===== src/rtl/alu_arbiter_if.sv =====
// Bundle of requester-side and ALU-side signals for alu_arbiter.
//
// Handshake: a requester raises reqN with selN/aN/bN/cN stable. The arbiter
// answers with gntN, which stays high until the end of the DONE cycle. In that
// DONE cycle doneN pulses for exactly one cycle and result/carry are valid.
// Operands are copied at the grant edge, so the requester may change or drop
// them afterwards. If reqN is still high after doneN, it counts as a new
// request.
interface alu_arbiter_if;
    logic       req0, req1;
    logic [2:0] sel0, sel1;
    logic [3:0] a0, b0, c0, a1, b1, c1;
    logic       gnt0, gnt1;
    logic       done0, done1;
    logic [3:0] result;
    logic       carry;
    logic       busy;
    logic [2:0] alu_select;
    logic [3:0] alu_a, alu_b, alu_c;
    logic       alu_load;
    logic [3:0] alu_regout;
    logic       alu_carryout;

    // Driven by the requesters and the shared ALU.
    modport master (
        output req0, req1, sel0, sel1, a0, b0, c0, a1, b1, c1,
        output alu_regout, alu_carryout,
        input  gnt0, gnt1, done0, done1, result, carry, busy,
        input  alu_select, alu_a, alu_b, alu_c, alu_load
    );

    // Used by the arbiter itself.
    modport slave (
        input  req0, req1, sel0, sel1, a0, b0, c0, a1, b1, c1,
        input  alu_regout, alu_carryout,
        output gnt0, gnt1, done0, done1, result, carry, busy,
        output alu_select, alu_a, alu_b, alu_c, alu_load
    );
endinterface


===== src/rtl/alu_arbiter.sv =====
// Two-requester round-robin arbiter in front of a shared, registered ALU.
// A grant latches the winner's operands. The ALU is then loaded for one
// cycle. After ALU_LAT edges the ALU output is captured, and the winner gets
// a one-cycle done pulse.
module alu_arbiter #(
    parameter int unsigned ALU_LAT = 1
) (
    input  logic          clock,
    input  logic          reset,
    alu_arbiter_if.slave  bus,
    output logic [1:0]    dbg_state_o
);
    typedef enum logic [1:0] {
        IDLE  = 2'd0,
        ISSUE = 2'd1,
        WAIT  = 2'd2,
        DONE  = 2'd3
    } state_t;

    localparam logic [2:0] LAT3 = 3'(ALU_LAT);

    state_t     state_q, state_d;
    logic       gnt0_q, gnt0_d, gnt1_q, gnt1_d;
    logic       last_q, last_d;      // 1: requester 1 won most recently
    logic [2:0] sel_q, sel_d;
    logic [3:0] a_q, a_d, b_q, b_d, c_q, c_d;
    logic [2:0] cnt_q, cnt_d;
    logic [3:0] result_q, result_d;
    logic       carry_q, carry_d;
    logic       pick1;

    // Requester 1 wins when it is the only one asking, or when both ask and
    // requester 0 was the last winner.
    assign pick1 = bus.req1 && (!bus.req0 || !last_q);

    // State and datapath registers. Reset aborts any operation in flight.
    always_ff @(posedge clock or negedge reset) begin
        if (!reset) begin
            state_q  <= IDLE;
            gnt0_q   <= 1'b0;
            gnt1_q   <= 1'b0;
            last_q   <= 1'b1;
            sel_q    <= '0;
            a_q      <= '0;
            b_q      <= '0;
            c_q      <= '0;
            cnt_q    <= '0;
            result_q <= '0;
            carry_q  <= 1'b0;
        end else begin
            state_q  <= state_d;
            gnt0_q   <= gnt0_d;
            gnt1_q   <= gnt1_d;
            last_q   <= last_d;
            sel_q    <= sel_d;
            a_q      <= a_d;
            b_q      <= b_d;
            c_q      <= c_d;
            cnt_q    <= cnt_d;
            result_q <= result_d;
            carry_q  <= carry_d;
        end
    end

    // Next-state logic: arbitrate in IDLE, count down in WAIT, capture on the
    // last WAIT edge.
    always_comb begin
        state_d  = state_q;
        gnt0_d   = gnt0_q;
        gnt1_d   = gnt1_q;
        last_d   = last_q;
        sel_d    = sel_q;
        a_d      = a_q;
        b_d      = b_q;
        c_d      = c_q;
        cnt_d    = cnt_q;
        result_d = result_q;
        carry_d  = carry_q;
        case (state_q)
            IDLE: begin
                if (bus.req0 || bus.req1) begin
                    gnt0_d  = !pick1;
                    gnt1_d  = pick1;
                    sel_d   = pick1 ? bus.sel1 : bus.sel0;
                    a_d     = pick1 ? bus.a1 : bus.a0;
                    b_d     = pick1 ? bus.b1 : bus.b0;
                    c_d     = pick1 ? bus.c1 : bus.c0;
                    state_d = ISSUE;
                end
            end
            ISSUE: begin
                cnt_d   = LAT3;
                state_d = WAIT;
            end
            WAIT: begin
                cnt_d = cnt_q - 3'd1;
                // The <= also guards against a zero count, which would
                // otherwise wrap and stall for eight edges.
                if (cnt_q <= 3'd1) begin
                    result_d = bus.alu_regout;
                    carry_d  = bus.alu_carryout;
                    last_d   = gnt1_q;
                    state_d  = DONE;
                end
            end
            DONE: begin
                gnt0_d  = 1'b0;
                gnt1_d  = 1'b0;
                state_d = IDLE;
            end
            default: state_d = IDLE;
        endcase
    end

    // Outputs decoded from the registered state and the latched operands.
    assign bus.gnt0       = gnt0_q;
    assign bus.gnt1       = gnt1_q;
    assign bus.done0      = (state_q == DONE) && gnt0_q;
    assign bus.done1      = (state_q == DONE) && gnt1_q;
    assign bus.busy       = (state_q != IDLE);
    assign bus.alu_load   = (state_q == ISSUE);
    assign bus.alu_select = sel_q;
    assign bus.alu_a      = a_q;
    assign bus.alu_b      = b_q;
    assign bus.alu_c      = c_q;
    assign bus.result     = result_q;
    assign bus.carry      = carry_q;
    assign dbg_state_o    = state_q;
endmodule


===== src/flat_wrapper.sv =====
// flat-port wrapper written by rule: the top's interface ports become plain ports
module alu_arbiter_flat 
#(
    parameter int unsigned ALU_LAT = 1
)
  (clock, reset, dbg_state_o, bus_req0, bus_req1, bus_sel0, bus_sel1, bus_a0, bus_b0, bus_c0, bus_a1, bus_b1, bus_c1, bus_alu_regout, bus_alu_carryout, bus_gnt0, bus_gnt1, bus_done0, bus_done1, bus_result, bus_carry, bus_busy, bus_alu_select, bus_alu_a, bus_alu_b, bus_alu_c, bus_alu_load);
  alu_arbiter_if bus_i ();
  input  logic clock;
  input  logic reset;
  output logic [1:0] dbg_state_o;
  input wire logic [$bits(bus_i.req0)-1:0] bus_req0;
  input wire logic [$bits(bus_i.req1)-1:0] bus_req1;
  input wire logic [$bits(bus_i.sel0)-1:0] bus_sel0;
  input wire logic [$bits(bus_i.sel1)-1:0] bus_sel1;
  input wire logic [$bits(bus_i.a0)-1:0] bus_a0;
  input wire logic [$bits(bus_i.b0)-1:0] bus_b0;
  input wire logic [$bits(bus_i.c0)-1:0] bus_c0;
  input wire logic [$bits(bus_i.a1)-1:0] bus_a1;
  input wire logic [$bits(bus_i.b1)-1:0] bus_b1;
  input wire logic [$bits(bus_i.c1)-1:0] bus_c1;
  input wire logic [$bits(bus_i.alu_regout)-1:0] bus_alu_regout;
  input wire logic [$bits(bus_i.alu_carryout)-1:0] bus_alu_carryout;
  output wire logic [$bits(bus_i.gnt0)-1:0] bus_gnt0;
  output wire logic [$bits(bus_i.gnt1)-1:0] bus_gnt1;
  output wire logic [$bits(bus_i.done0)-1:0] bus_done0;
  output wire logic [$bits(bus_i.done1)-1:0] bus_done1;
  output wire logic [$bits(bus_i.result)-1:0] bus_result;
  output wire logic [$bits(bus_i.carry)-1:0] bus_carry;
  output wire logic [$bits(bus_i.busy)-1:0] bus_busy;
  output wire logic [$bits(bus_i.alu_select)-1:0] bus_alu_select;
  output wire logic [$bits(bus_i.alu_a)-1:0] bus_alu_a;
  output wire logic [$bits(bus_i.alu_b)-1:0] bus_alu_b;
  output wire logic [$bits(bus_i.alu_c)-1:0] bus_alu_c;
  output wire logic [$bits(bus_i.alu_load)-1:0] bus_alu_load;
  assign bus_i.req0 = bus_req0;
  assign bus_i.req1 = bus_req1;
  assign bus_i.sel0 = bus_sel0;
  assign bus_i.sel1 = bus_sel1;
  assign bus_i.a0 = bus_a0;
  assign bus_i.b0 = bus_b0;
  assign bus_i.c0 = bus_c0;
  assign bus_i.a1 = bus_a1;
  assign bus_i.b1 = bus_b1;
  assign bus_i.c1 = bus_c1;
  assign bus_i.alu_regout = bus_alu_regout;
  assign bus_i.alu_carryout = bus_alu_carryout;
  assign bus_gnt0 = bus_i.gnt0;
  assign bus_gnt1 = bus_i.gnt1;
  assign bus_done0 = bus_i.done0;
  assign bus_done1 = bus_i.done1;
  assign bus_result = bus_i.result;
  assign bus_carry = bus_i.carry;
  assign bus_busy = bus_i.busy;
  assign bus_alu_select = bus_i.alu_select;
  assign bus_alu_a = bus_i.alu_a;
  assign bus_alu_b = bus_i.alu_b;
  assign bus_alu_c = bus_i.alu_c;
  assign bus_alu_load = bus_i.alu_load;
  alu_arbiter #(.ALU_LAT(ALU_LAT)) u_core (.clock(clock), .reset(reset), .bus(bus_i), .dbg_state_o(dbg_state_o));
endmodule

===== config.mk =====
export PLATFORM = sky130hd
export DESIGN_NAME = alu_arbiter_flat
export DESIGN_NICKNAME = d
export VERILOG_FILES = /design/src/rtl/alu_arbiter_if.sv /design/src/rtl/alu_arbiter.sv /design/src/flat_wrapper.sv
export SDC_FILE = /design/constraint.sdc
export NUM_CORES = 1
export LEC_CHECK = 0
export CAP_MARGIN = 25
export CORE_MARGIN = 2
export CORE_UTILIZATION = 36
export DETAILED_ROUTE_END_ITERATION = 6
export PLACE_DENSITY = 0.76
export SYNTH_ARGS = -nofsm -noshare
export SYNTH_HDL_FRONTEND = slang
export SYNTH_SLANG_ARGS = --single-unit

===== constraint.sdc =====
create_clock -name clock -period 1.5 [get_ports clock]
set_input_delay 0.15 -clock clock [delete_from_list [all_inputs] [get_ports clock]]
set_output_delay 0.15 -clock clock [all_outputs]
set_load 0.01 [all_outputs]

Word-level counts from Yosys, hierarchy flattened
Cells that the tools add are included.

storage, ports and cells
  input port bits = 39
  register bits after elaboration = 28
  output and inout bits = 28
  logic and storage cells = 46

cells by class
  equal/unequal tests = 5
  add/sub/neg operators = 1
  reduce and logical (&&, ||, !) cells = 16
  order comparisons = 1
  multiplexer cells = 12

operator list
  kind                 count
  $mux 4               3
  $pmux 2 s4           1
  $reduce_and 2->1     4
  $pmux 3 s2           1
  $reduce_bool 2->1    3
  $eq 2x2->1 const B   2
  $mux 2               2
  $ne 2x1->1 const B   2
  $pmux 1 s2           2
  $le 3x1->1 const B   1
  $logic_and 1x1->1    3
  $logic_not 1->1      3
  $mux 3               1
  $sub 3x1->3 const B  1
  $eq 2x1->1 const B   1
  $logic_not 2->1      1
  $logic_or 1x1->1     2
  $mux 1               2

Logic depth before layout (Yosys ltp)
Gate-level depths: netlist of the first run.

  depth after elaboration = 6
  gate-level depth with buffers = 6
  gate-level depth less buffers = 5

Least setup slack after synthesis of the first run
No wires, ideal clock.

  path kind = register to register
  start = reg u_core.state_q[0], in the netlist u_core.dbg_state_o[0]
  end = reg u_core.state_q[1], in the netlist u_core.dbg_state_o[1]
  data required time = 1.375 ns
  setup time = 0.125 ns
  arrival = 1.558 ns
  buffers on the path = 0
  period minus slack after synthesis = 1.683 ns
  stages on the path, launching flop included = 6
  setup slack = -0.183 ns
  cells stage by stage = dfrtp_1 > inv_1 > ha_1 > nor2b_1 > a221o_1 > mux2_4

between the ends
  longest elaborated chain between the ends = 3
  elaborated cells between the ends (all ways) = 8
  those cells by class = eq/ne: 5; mux: 1; reduce/logical: 2

ends and longest elaborated chain
  item                                                  line               source
  start: declaration                                    alu_arbiter.sv:22  state_t state_q, state_d;
  start signal: assignment                              alu_arbiter.sv:51  state_q <= state_d;
  $eq 2x2->1 / $logic_not 2->1 (equally long branches)  alu_arbiter.sv:79  case (state_q)
  $ne 2x1->1 (no source line)                           n/a
  $reduce_and 2->1 (no source line)                     n/a

Parallel ways exist; a longest one is shown, timed or not.
A chain may end at the register's enable or synchronous reset.

Worst setup path in the final report of the first run
  start = reg u_core.state_q[1], in the netlist u_core.dbg_state_o[1]
  end = reg u_core.state_q[1], in the netlist u_core.dbg_state_o[1]

Same word-level chain as after synthesis.

==> results list, run 1 <==
* Run status: finished, violations left
- The checks that failed: negative setup slack.
* Crit path max-delay family: flip-flops
* Top Usage Layer GRT: met2
* Synth top area share: 50.3%
* Final std cell area, no fill: 0.00237 sq mm
- On the final layout, the worst hold slack is 0.238 ns.
- Worst Tran Pin Value: 0.363 ns
- The number of antenna diodes in the final layout is 0.
* Synth warn: 0
- CP max-delay cell: dfrtp_2
- Met3 Use GR: 5.31%
- In this run the static leakage power is 0.00109 uW.
- Critical R2R Launch: u_core.dbg_state_o[1]
- Via count of the first global-routing pass: 1,267
* Via-to-Cell Ratio: 5.23
* Maximum achievable frequency: 624 MHz
- Fill cells in the final layout number 284.
- Sequential-to-total area share from yosys stat: 52.2%
- R2R Path End: u_core.dbg_state_o[1]
- CTS tree: yes
* Tmin final: 1.60 ns
- The mapped netlist covers 0.00134 sq mm.
- Weighted congestion at the end of routability-driven global placement: 0.658
* Starting density of the core: 37.0%
- Via total after detailed routing: 1,271
* Hold-fix buffers at CTS: 0
- Buffers inserted during clock tree synthesis total 3.
- Crit Path Category: reg2reg
* Power density over the cells: 2000 mW/mm^2
* Share of layout cells above drive strength 1: 26.2%
- For the final database, setup skew stands at 0.00875 ns.
* Max Fanout on Critical Path: 4
* Number of standard cells after synthesis: 111
- Counting every sink on the clock net gives 28.
* Largest buffer count on any clock path: 2
- The core region is 0.00363 sq mm.
* Setup slack on the worst flop-to-flop path: -0.10 ns
- During placement, the flow inserted port buffers numbering 66.
* Async S/R FF share, synth: 100%
- Cell at the root of the clock tree: clkbuf_8
- Remaining Overflow, GRT: 0
- Required time reported for the critical path endpoint: 1.66 ns
* WL per Instance: 16.8 um
* Post-synth EDFFs: 0
* Critical path buffers and inverters: 2
- Worst Setup Start Kind: register
- At the worst endpoint, the arrival time is 1.77 ns.
* CTS HTree Levels: 1
- The floorplan step set the die height to 65.1 um.
- After synthesis, the most frequently instantiated cells are 27 x dfrtp_1, 16 x a221o_1, 15 x and3_1, 7 x ha_1.
- Worst vdd rail ir drop: 1130 uV
- Cell Count Post-Placement: 232
- For this run, the slowest stage of the critical path takes 0.43 ns.
- The wire-length estimate of the detail-placed layout is 2910 um.
- M2 GR Usage: 34.4%
- Cell variety after synth: 29
- R2r worst-path depth: 5
* Maximum number of pins on one net before global-route repair: 29
- Endpoint class of the critical path: register
- The initial antenna violation count was 0.
- Total DRC errors in the routed layout: 0
* Standard cell area after detailed placement: 0.00217 sq mm
- Average cell area after synthesis: 12.1 sq um
* Net count, final: 242
* Die Outline Area: 0.00424 sq mm
* Total of endpoints with negative setup slack in the final report: 16
* Worst-path clk slew: 0.10 ns
- Largest cells by area after synthesis: dfrtp_1 50%, a221o_1 12%, and3_1 7.0%
- In this run the worst hold path is classified as in2async.
- For this block, the initial DRC count from the detailed router was 120.
* Fin. max-slew vios: 0
- Non-filler instance count after layout: 243
- The number of hold violations in the final report is 0.
- Crit share post-route: 107%
- In the synthesized netlist the dominant register cell turns out to be dfrtp_1.
- For this block, the routed nets add up to 4080 um of wire.
- Dominant cell type by area after synthesis: dfrtp_1
* Overall track demand over capacity in global routing: 19.3%
* RSZ-0062 raised after global routing: true
* Clock Latency Late Sink: 0.28 ns
- The tool flagged a number of max-cap violations equal to 0.
* Met1 Usage GRT: 23.5%
- 67 I/O pins were placed.
- TNS Setup: -0.722 ns
- Most frequently used cell type in the post-synthesis netlist: dfrtp_1
- Die outline width: 65.1 um
* Number of nets still failing antenna checks after routing: 0
* Layout-stage area growth over the synthesis result: 76.5%
* First-pass GRT wire length: 6220 um
- Net count after synthesis: 157
* FF+latch count, synth: 28
* List of cells traversed by the critical path: buf_6, ha_4, buf_4, a221o_1, mux2_4
* Cell row count: 22
- Final setup margin: -0.103 ns
- Number of detailed-routing iterations run before antenna repair: 4
- The worst pin sits at a relative slew slack of 75.7%.
## cell type report
class                   instances  area (sq um)  share of cell area (%)
clock buffers                   3          41.3                    1.74
clock inverters                 1          30.0                    1.27
inverters                       6          25.0                    1.05
multi-input cells              73           712                    30.0
flip-flops and latches         28           703                    29.6
well taps                      48          60.1                    2.53
repair buffers                 84           801                    33.8
## stage by stage
stage / total power (uW) / utilization [%] / setup slack, ns
3_5_place_dp: 3760 / 59.7 / -0.166
6_report: 4740 / 65.3 / -0.103
2_1_floorplan: 2550 / - / -0.0550
4_1_cts: 4530 / 63.5 / -0.108
3_3_place_gp: 3650 / 59.7 / -0.139
5_1_grt: 5010 / 65.3 / -0.145
## kinds of logic after synthesis
group | Yosys count | synth area share, %
fa+ha+maj | 7 | 6.52
buf+inv | 10 | 2.98
flops | 28 | 52.2
mux | 7 | 6.14
simple gates | 32 | 14.6
compound gates | 27 | 17.5
## metal layers
metal,share of wire (%),up-vias
li1,-,586
met1,42,612
met2,48,65
met3,8.2,8
met4,1.9,0
met5,0,-
## flip-flops by register name (all words and copies together) (netlist names)
signal	count
u_core.last_q	1
u_core.bus.alu_a	4
u_core.bus.carry	1
u_core.bus.alu_select	3
u_core.cnt_q	3
u_core.bus.gnt1	1
u_core.bus.alu_b	4
u_core.dbg_state_o	2
u_core.bus.gnt0	1
u_core.bus.alu_c	4
u_core.bus.result	4
## placed cells by master, fill, tap and decap left out, drive strengths merged, types with 2 or more instances in the layout
cell type       n
nor2            2
clkdlybuf4s50  60
nand2           3
clkbuf          4
buf            21
o21ai           5
nand3b          2
ha              7
a221o          16
inv             6
and2            4
and3           15
mux2            7
dlymetal6s2s    2
dfrtp          27
## what timing repair did
item	4_1_cts	5_1_grt
buffers inserted	5	3
pin swaps	3	2
setup endpoints to repair	26	29
gates resized for setup	25	16
## how the worst max path moves through the flow
stage / start / slack (ns) / cells past startpoint / end
2_1_floorplan: u_core.dbg_state_o[0] / -0.05 / 5 / u_core.dbg_state_o[1]
3_3_place_gp: bus_req1 / -0.14 / 5 / u_core.bus.alu_c[1]
6_report: u_core.dbg_state_o[1] / -0.10 / 5 / u_core.dbg_state_o[1]
5_1_grt: u_core.dbg_state_o[1] / -0.14 / 5 / u_core.dbg_state_o[1]
3_5_place_dp: bus_req1 / -0.17 / 5 / u_core.bus.alu_c[1]
4_1_cts: u_core.dbg_state_o[1] / -0.11 / 5 / u_core.dbg_state_o[1]
## power by group
part           leakage, uW  switching [uW]  internal (uW)
clock            0.0000357             238            358
combinational     0.000710            1120           1670
sequential        0.000341             238           1120
total              0.00109            1590           3150
Note: power is estimated with default switching activity, not from simulation.
==> inputs of run 2 (changes only) <==
--- a/config.mk
+++ b/config.mk
@@ -8,3 +8,2 @@
 export CAP_MARGIN = 25
-export CORE_MARGIN = 2
 export CORE_UTILIZATION = 36
--- a/constraint.sdc
+++ b/constraint.sdc
@@ -3,2 +3,2 @@
 set_output_delay 0.15 -clock clock [all_outputs]
-set_load 0.01 [all_outputs]
+set_load 0.02 [all_outputs]
==> results list, run 2 (synthesized netlist as in run 1, its figures left out) <==
- Run status: finished, violations left
- The checks that failed: negative setup slack.
- Power density over the cells: 2060 mW/mm^2 (+3.1%)
* Chip Height: 63.1 um (-3.1%)
- The maximum resistive drop on vdd was 1000 uV (-11%).
- The number of placed I/O pins is 67 (unchanged).
- The full die area came to 0.00398 sq mm (-6.1%).
- The min-delay analysis places its worst path in the category in2async.
* Clock net sink count: 28 (unchanged)
- The ratio of cells with drive above 1 in the final layout is 22.0% (-4.2 points).
* Initial antenna violation count: 0 (unchanged)
- The count of nets after finishing is 238 (-1.7%).
- Via total after detailed routing: 1,231 (-3.1%)
- The area occupied by registers came to 706 sq um (+0.36%).
* Largest buffer count on any clock path: 2 (unchanged)
* Starting density of the core: 39.0% (+2.1 points)
- Worst Setup Start Kind: register
- The routed wire length is 3750 um (-8.0%).
- The global-route wire length before repair came to 5840 um (-6.2%).
- The final count of negative-setup-slack endpoints is 4 (-12).
* Weighted congestion at the end of routability-driven global placement: 0.759 (+15%)
* CTS HTree Levels: 1 (unchanged)
- The count of placed standard cells including taps is 231 (-0.43%).
* Worst Tran Pin Value: 0.385 ns (+0.0219 ns)
* Maximum achievable frequency: 646 MHz (+3.5%)
- The share of the core filled with cells in the final layout was 66.1% (+0.83 points).
* CTS buffer count: 3 (unchanged)
- The internal power summed over all cells came to 2960 uW (-5.8%).
- The number of filler cells placed in the layout came to 285 (+0.35%).
* Die outline width: 63.1 um (-3.1%)
- The total grt overflow was 0 (unchanged).
* Max Fanout on Critical Path: 5 (+1)
- Crit Path Category: reg2reg
- Overall track demand over capacity in global routing: 19.1% (-0.24 points)
- The detailed-placement wirelength estimate was 2800 um (-3.9%).
- The switching power share of the total came to 36.8% (+3.2 points).
* Cell at the root of the clock tree: clkbuf_8
- WL per Instance: 15.8 um (-5.7%)
* Initial DRC Count: 66 (-45%)
- The total count of max-transition violations in the final report came to 0 (unchanged).
- TritonCTS built the clock tree.
- The sequential group share of total power is 29.1% (+0.5 points).
- Footprint of the multi-input gates: 646 sq um (-9.3%)
- Cell row count: 21 (-4.5%)
- Power share of the clock group: 12.5% (about the same)
* Required time reported for the critical path endpoint: 1.66 ns (about the same)
* Number of nets still failing antenna checks after routing: 0 (unchanged)
* Crit share post-route: 103% (-3.7 points)
- Via count of the first global-routing pass: 1,181 (-6.8%)
- The number of hold buffers added after CTS is 0 (unchanged).
* Net switching power: 1730 uW (+8.3%)
- The vias per cell is 5.19 (-0.70%).
- Endpoint class of the critical path: register
* Number of detailed-routing iterations run before antenna repair: 4 (unchanged)
* Gate power share: 58.3% (-0.5 points)
- The post-route worst hold slack came to 0.242 ns (+0.00381 ns).
- The antenna diode instance count was 0 (unchanged).
- The worst clock skew was 0.00900 ns (+0.000251 ns).
- Compared with the post-synthesis result, the final layout area differs by 69.4%.
- RSZ-0062 raised after global routing: true
- The area of the core is 0.00344 sq mm (-5.3%).
- The number of non-filler instances in the completed layout came to 237 (-2.5%).
* Total DRC errors in the routed layout: 0 (unchanged)
- Maxcap violations: 0 (unchanged)
- Maximum number of pins on one net before global-route repair: 29 (unchanged)
- The worst slack after detailed placement was -0.230 ns (-0.0643 ns).
- Highest-count cells in the layout ignoring fill and taps: 59 x clkdlybuf4s50_1, 24 x dfrtp_1, 16 x a221o_1
- The clock period minus final worst setup slack was 1.55 ns (-0.0548 ns).
- The relative max-transition margin is 74.3% (-1.4 points).
- The smallest setup slack after layout is -0.0479 ns (+0.0548 ns).
- The arrival time at the worst endpoint is 1.71 ns (-0.06 ns).
- IO buf count: 66 (unchanged)
- TNS Setup: -0.0866 ns (+0.635 ns)
* Leakage power total: 0.00104 uW (-4.5%)
* Clock Latency Late Sink: 0.28 ns (about the same)
- The post-CTS clock slew at the launch and capture registers of the worst setup and hold paths is 0.10 ns (about the same).
* Final-report hold violation count: 0 (unchanged)
- Most common cell after layout, fill and taps aside: clkdlybuf4s50_1
run 2: final cells by class:
class                           instances  area share, %
Tap cell                               46           2.53
Multi-Input combinational cell         73           28.4
Clock buffer                            3           1.81
Inverter                                6           1.21
Clock inverter                          1           1.32
Sequential cell                        28           31.0
Timing Repair Buffer                   80           33.8
run 2: final timing paths:
path / cells after the start / from / end / slack [ns]
max: 5 / u_core.dbg_state_o[1] / u_core.dbg_state_o[1] / -0.05
min: 2 / reset / u_core.bus.alu_b[3] / 0.24
max reg2reg: 5 / u_core.dbg_state_o[1] / u_core.dbg_state_o[1] / -0.05
min reg2reg: 1 / u_core.bus.result[1] / u_core.bus.result[1] / 0.52
max in group asynchronous: 2 / reset / u_core.last_q / 0.94
min in group clock: 2 / bus_sel1[0] / u_core.bus.alu_select[0] / 0.48
run 2: metal layers:
metal	global-route usage (%)	wire length (um)
met4	3.78	26
met5	0	0
met1	23.6	1550
met3	5.62	298
met2	32.7	1880
run 2: timing repair:
item,4_1_cts,5_1_grt
resized for setup,18,6
setup buffers,2,0
pin swaps,0,2
setup endpoints to repair,27,25
run 2: power by group through the flow:
stage	registers, uW	clock network [uW]	logic, uW
floorplan	1720	0	1110
global placement	1360	0	2620
detailed placement	1370	0	2720
CTS	1360	601	2770
global route	1410	631	2930
finish	1370	586	2740
run 2: critical path, cell delays in order, from the launching register on:
cell and delay (ns):
dfrtp_2 0.45, inv_4 0.06, ha_4 0.17, nor3b_4 0.15, a221o_1 0.30, mux2_4 0.31
run 2: per-stage QoR:
step           power (uW)  cell area, sq um
5_1_grt              4970              2280
3_5_place_dp         4090              2180
3_3_place_gp         3980              2180
2_1_floorplan        2830              1380
4_1_cts              4730              2280
6_report             4690              2280
==> inputs of run 3 (changes only) <==
CAP_MARGIN = 10   (was 25)
CORE_UTILIZATION = 43   (was 36)
PLACE_DENSITY = 0.85   (was 0.76)
SLEW_MARGIN = 40   (was unset)
clock period = 1.83 ns   (was 1.5 ns; I/O delays follow)
==> results list, run 3 (synthesized netlist as in run 1, its figures left out) <==
* Run status: finished, violations left
* Failing checks: design-rule violations
- The critical path goes through inv_1, ha_2, inv_1, dlygate4sd2_1.
- The multi-input combinational cell area was 613 sq um (-5.0%).
- Cell row count: 19 (-9.5%)
- Signal arrival time at the worst endpoint: 1.55 ns (-0.16 ns)
- Total of endpoints with negative setup slack in the final report: 0 (-4)
- Relative to the synthesized area, the layout overhead comes to 55.6%.
* Worst setup path startpoint: u_core.dbg_state_o[0]
- Worst vdd rail ir drop: 795 uV (-21%)
- The power density relative to cell area came to 1610 mW/mm^2 (-22%).
* Required time reported for the critical path endpoint: 1.65 ns (about the same)
- Via count of the first global-routing pass: 1,177 (-0.34%)
- TritonCTS built the clock tree.
* Initial antenna violation count: 0 (unchanged)
- The count of placed standard cells including taps was 206 (-11%).
* Worst rel slew slack: 56.2% (-18 points)
- The final critical path takes up 94.7% of the cycle.
- The worst slack after detailed placement came to 0.0737 ns (+0.304 ns).
- Share of layout cells above drive strength 1: 11.1% (-11 points)
- The worst setup path is captured at a primary output.
- Largest buffer count on any clock path: 2 (unchanged)
- The maximum level of the CTS H-tree is 1 (unchanged).
* Number of top-level design ports: 67 (unchanged)
- The library cell used most frequently in the layout, excluding fill and tap cells, is clkdlybuf4s50_1.
- The effective utilization at floorplan is 47.1% (+8.1 points).
- Highest-count cells in the layout ignoring fill and taps: 62 x clkdlybuf4s50_1, 27 x dfrtp_1, 16 x a221o_1
- Weighted congestion at the end of routability-driven global placement: 0.852 (+12%)
* Maximum number of pins on one net before global-route repair: 29 (unchanged)
- Post-detailed-placement half-perimeter wirelength: 2650 um (-5.4%)
- In this run the critical register-to-register path is launched from u_core.dbg_state_o[0].
* Clock net sink count: 28 (unchanged)
- The number of hold violations in the final report came to 0 (unchanged).
- Leakage power total: 0.000949 uW (-8.6%)
- By startpoint and endpoint, the worst setup path is classified as reg2out.
- Maximum achievable frequency: 577 MHz
- Via total after detailed routing: 1,179 (-4.2%)
- The total DRC errors in the routed layout is 7 (+7).
- The count of nets after finishing was 227 (-4.6%).
- Final Skew: 0.00701 ns (-0.00199 ns)
- The number of detailed-route iterations in the first pass was 7 (+3).
- The number of buffers added on ports was 66 (unchanged).
- Total core area: 0.00285 sq mm (-17%)
- Non-filler instance count after layout: 211 (-11%)
- CP max-delay cell: dfrtp_1
- The number of nets with antenna violations after routing came to 0 (unchanged).
* Worst Setup Start Kind: register
- The total global routing track utilization came to 22.0% (+2.9 points).
* Clock Latency Late Sink: 0.32 ns (+0.04 ns)
* Final setup margin: 0.0974 ns (+0.145 ns)
- The die boundary width is 57.9 um (-8.2%).
* Maxcap violations: 0 (unchanged)
- Worst path most repeated cell: inv_1
* Antenna diode count: 0 (unchanged)
* Die Outline Area: 0.00335 sq mm (-16%)
- Filler cell count: 210 (-26%)
- Register Area: 702 sq um (-0.53%)
- The post-route total power came to 3360 uW (-28%).
- Setup repair after global routing left no endpoint under its margin.
* WL per Instance: 16.7 um (+5.5%)
- The post-CTS clock slew at the launch and capture registers of the worst setup and hold paths is 0.15 ns (+0.05 ns).
- The top fanout value on the critical path was 5 (unchanged).
- Util after Layout: 73.3% (+7.2 points)
* Fin. max-slew vios: 0 (unchanged)
- The global-route wire length before repair came to 5770 um (-1.2%).
* TNS Setup: 0 ns (+0.0866 ns)
- Remaining Overflow, GRT: 0 (unchanged)
- Via-to-Cell Ratio: 5.59 (+7.6%)
* Min-delay worst type: in2async
* CTS buffer count: 3 (unchanged)
- Biggest cell delay along the critical path: 0.44 ns (about the same)
- DRT Wirelength: 3520 um (-6.1%)
* Tmin final: 1.73 ns
- The violation count after the first detailed-routing iteration came to 95 (+44%).
- Cell at the root of the clock tree: clkbuf_4
- Worst Tran Pin Value: 0.656 ns (+0.272 ns)
- Chip Height: 57.9 um (-8.2%)
-- run 3: changes by cell type in the layout (fill, tap and decap cells not counted), moves of 3 or more --
cell / before / now
dfrtp_2: 3 / 0
dfrtp_1: 24 / 27
clkbuf_4: 0 / 3
buf_4: 12 / 3
clkdlybuf4s50_1: 59 / 62
-- run 3: what timing repair did --
item	4_1_cts	5_1_grt
hold buffers	0	0
buffers inserted	0	1
cloned	0	0
endpoints found under the setup margin	4	17
endpoints found under the hold margin	0	0
gates resized for setup	4	2
-- run 3: worst paths after layout --
check / slack [ns] / cells after the start / end
worst max-delay path: 0.1 / 4 / bus_busy
worst min-delay path: 0.21 / 2 / u_core.bus.alu_a[0]
worst max register to register: 0.1 / 5 / u_core.dbg_state_o[1]
worst min register to register: 0.53 / 1 / u_core.bus.alu_b[0]
max in group asynchronous: 1.30 / 2 / u_core.last_q
min in group clock: 0.46 / 2 / u_core.bus.alu_a[2]
-- run 3: report_power, final --
part / internal, uW / switching, uW / leakage (uW)
clock network: 122 / 181 / 0.0000210
logic: 1010 / 944 / 0.000585
registers: 911 / 188 / 0.000342
total: 2050 / 1310 / 0.000949
-- run 3: area by class of cell --
cell class | count | area share, %
clock buffers | 4 | 1.74
well taps | 31 | 1.86
inverters | 6 | 1.08
flip-flops and latches | 28 | 33.6
multi-input cells | 73 | 29.3
repair buffers | 69 | 32.4
-- run 3: routing by layer --
metal	part of all wire (%)	vias to the layer above	global-route usage, %	wire (um)
li1	-	559	-	-
met1	42	566	32.7	1490
met2	48	54	34.3	1700
met3	9.7	0	3.79	342
met4	0	0	3.74	0
met5	0	-	0	0
-- run 3: metrics by stage --
step,hold WS (ns),area [sq um]
after floorplan,-0.113,1340
after global placement,0.491,2040
after detailed placement,0.497,2040
after CTS,0.224,2080
after global routing,0.233,2090
final,0.214,2090
-- run 3: critical path: cells and delay by family (launching register included) --
family | cells | cell delay, ns
flip-flops | 1 | 0.44
buffers and inverters | 3 | 0.54
adder cells (fa/ha/maj) | 1 | 0.25
==> RTL edit (flow settings as in run 2) <==
Reset style: synchronous (`reset`), changed in one clocked block.
--- a/src/rtl/alu_arbiter.sv
+++ b/src/rtl/alu_arbiter.sv
@@ -34,7 +34,7 @@
     assign pick1 = bus.req1 && (!bus.req0 || !last_q);
 
     // State and datapath registers. Reset aborts any operation in flight.
-    always_ff @(posedge clock or negedge reset) begin
+    always_ff @(posedge clock) begin
         if (!reset) begin
             state_q  <= IDLE;
             gnt0_q   <= 1'b0;
Check against the original RTL: differs if reset is asserted again (counterexample within 4 cycles, from zero or initial values and one cycle with reset low); with reset held inactive, the same outputs for 10 cycles.
==> RTL edit against run 2 <==
Critical path depth decreased by 4; routed wire length increased by 4.0%; die area decreased by 0.44%; via count increased by 14%; power decreased by 24%; cell count increased by 11%; synthesized area decreased by 0.47%; sequential cell count unchanged; setup slack improved by 0.099 ns; maximum frequency increased by 6.8%; design area decreased by 4.2%; sequential power decreased by 21%.
==> RTL edit: results (changes against run 2) <==
metric,value,unit,change
fin_setup_tns,0,ns,+0.0866 ns
synthArstFlopShare,0,,-1.00
cts_root_buf,clkbuf_8,,
synth_compound_area_frac,0.278,,+0.103
grt_pass1_vias,1355,,+15%
synthFlopType,dfxtp_1,,
synth_commonest_cells,"28 x dfxtp_1, 24 x a21oi_1, 23 x nand3_1",,
seq_area_frac_synth,0.419,,-0.103
p_leak,0.783,nW,-25%
diodes,0,,unchanged
clock_latency,0.27,ns,
synthAdderAreaFrac,0.0655,,+0.000305
viasPerCell,5.31,,+2.3%
synthMuxAreaShare,0.00748,,-0.0540
drive_above_1_share,0.124,,-0.0960
reg2reg_slack,0.08,ns,+0.13 ns
fillerInstances,286,,+0.35%
crit_family,buffers and inverters,,
clkTransAtPathRegs,0.10,ns,about the same
clock-skew-final,0.00472,ns,-0.00428 ns
cts.path.max_buffers,2,,unchanged
drt-wirelength-per-cell,14.8,um,-6.6%
irDropWorstVdd,0.742,mV,-26%
synth.distinct_cells,27,,-6.9%
finalNetCount,265,,+11%
arrival,1.30,ns,-0.41 ns
synth-xor-area-share,0,,unchanged
grt_max_degree,24,,-17%
synth_nets,196,,+25%
cts_made_buffers,3,,unchanged
cts_setup_buffers,0,,-2
relSlewSlack,0.504,,-0.239
hpwl,2.81,mm,+0.47%
critPathMaxStageDelay,0.63,ns,+0.18 ns
path_max_fanout,4,,-1
antenna_found_initial,0,,unchanged
status,completed,,
min_path_type,in2reg,,
grt_pass1_wl,6.26,mm,+7.2%
synthTopCellsByArea,"dfxtp_1 42%, a32oi_1 9.8%, a21oi_1 9.0%",,
io_buffers,66,,unchanged
drt_iter0_drc,104,,+58%
gp_congestion,0.819,,+8.0%
drt_pre_antenna_iters,5,,+1
cpMaxStageDelayCell,clkdlybuf4s50_1,,
yosys_warnings,0,,unchanged
cts_max_level,1,,unchanged
grt.total_usage,0.193,,+0.00217
## RTL edit: area by class of cell
type	count	area share
Sequential cell	28	0.259
Multi-Input combinational cell	104	0.328
Inverter	7	0.0121
Clock buffer	3	0.0189
Clock inverter	1	0.0138
Tap cell	46	0.0264
Timing Repair Buffer	75	0.341
## RTL edit: cells by family after synthesis
logic type / Yosys count
AOI/OAI and AO/OA: 57
and+or+nand+nor: 39
DFF: 28
buffers and inverters: 18
adders and majority gates: 7
muxes: 1
## RTL edit: routing by layer
metal | vias up | part of all wire | GRT usage
met4 | 0 | 0.0020 | 0.0378
met2 | 47 | 0.53 | 0.376
met1 | 661 | 0.42 | 0.213
li1 | 693 | - | -
met5 | - | 0 | 0
met3 | 2 | 0.049 | 0.0328
## RTL edit: through the flow
stage	cell area [um2]	instances	total power [mW]	setup slack (ns)	hold WS [ns]
floorplan	1340	150	2.14	0.0235	0.222
global placement	2080	260	2.82	-0.0174	0.466
detailed placement	2080	260	2.90	-0.118	0.473
CTS	2170	264	3.53	-0.00351	0.423
global route	2180	264	3.75	0.000710	0.421
finish	2180	264	3.55	0.0506	0.431
## RTL edit: where the power goes
part / internal, mW / switching, mW / total, mW
registers: 0.938 / 0.139 / 1.08
clock network: 0.357 / 0.232 / 0.589
logic: 0.886 / 1.00 / 1.89
## RTL edit: final timing paths
path | start | endpoint | cells past startpoint
hold / removal | bus_alu_regout[1] | u_core.bus.result[1] | 3
hold reg to reg | u_core.bus.carry | u_core.bus.carry | 2
setup / recovery | u_core.bus.gnt1 | bus_gnt1 | 1
setup reg to reg | u_core.dbg_state_o[1] | u_core.bus.alu_b[2] | 6
## RTL edit: timing repair
item | 4_1_cts | 5_1_grt
cloned | 0 | 0
endpoints found under the setup margin | 23 | 16
resized for setup | 10 | 11
hold endpoints to repair | 0 | 0
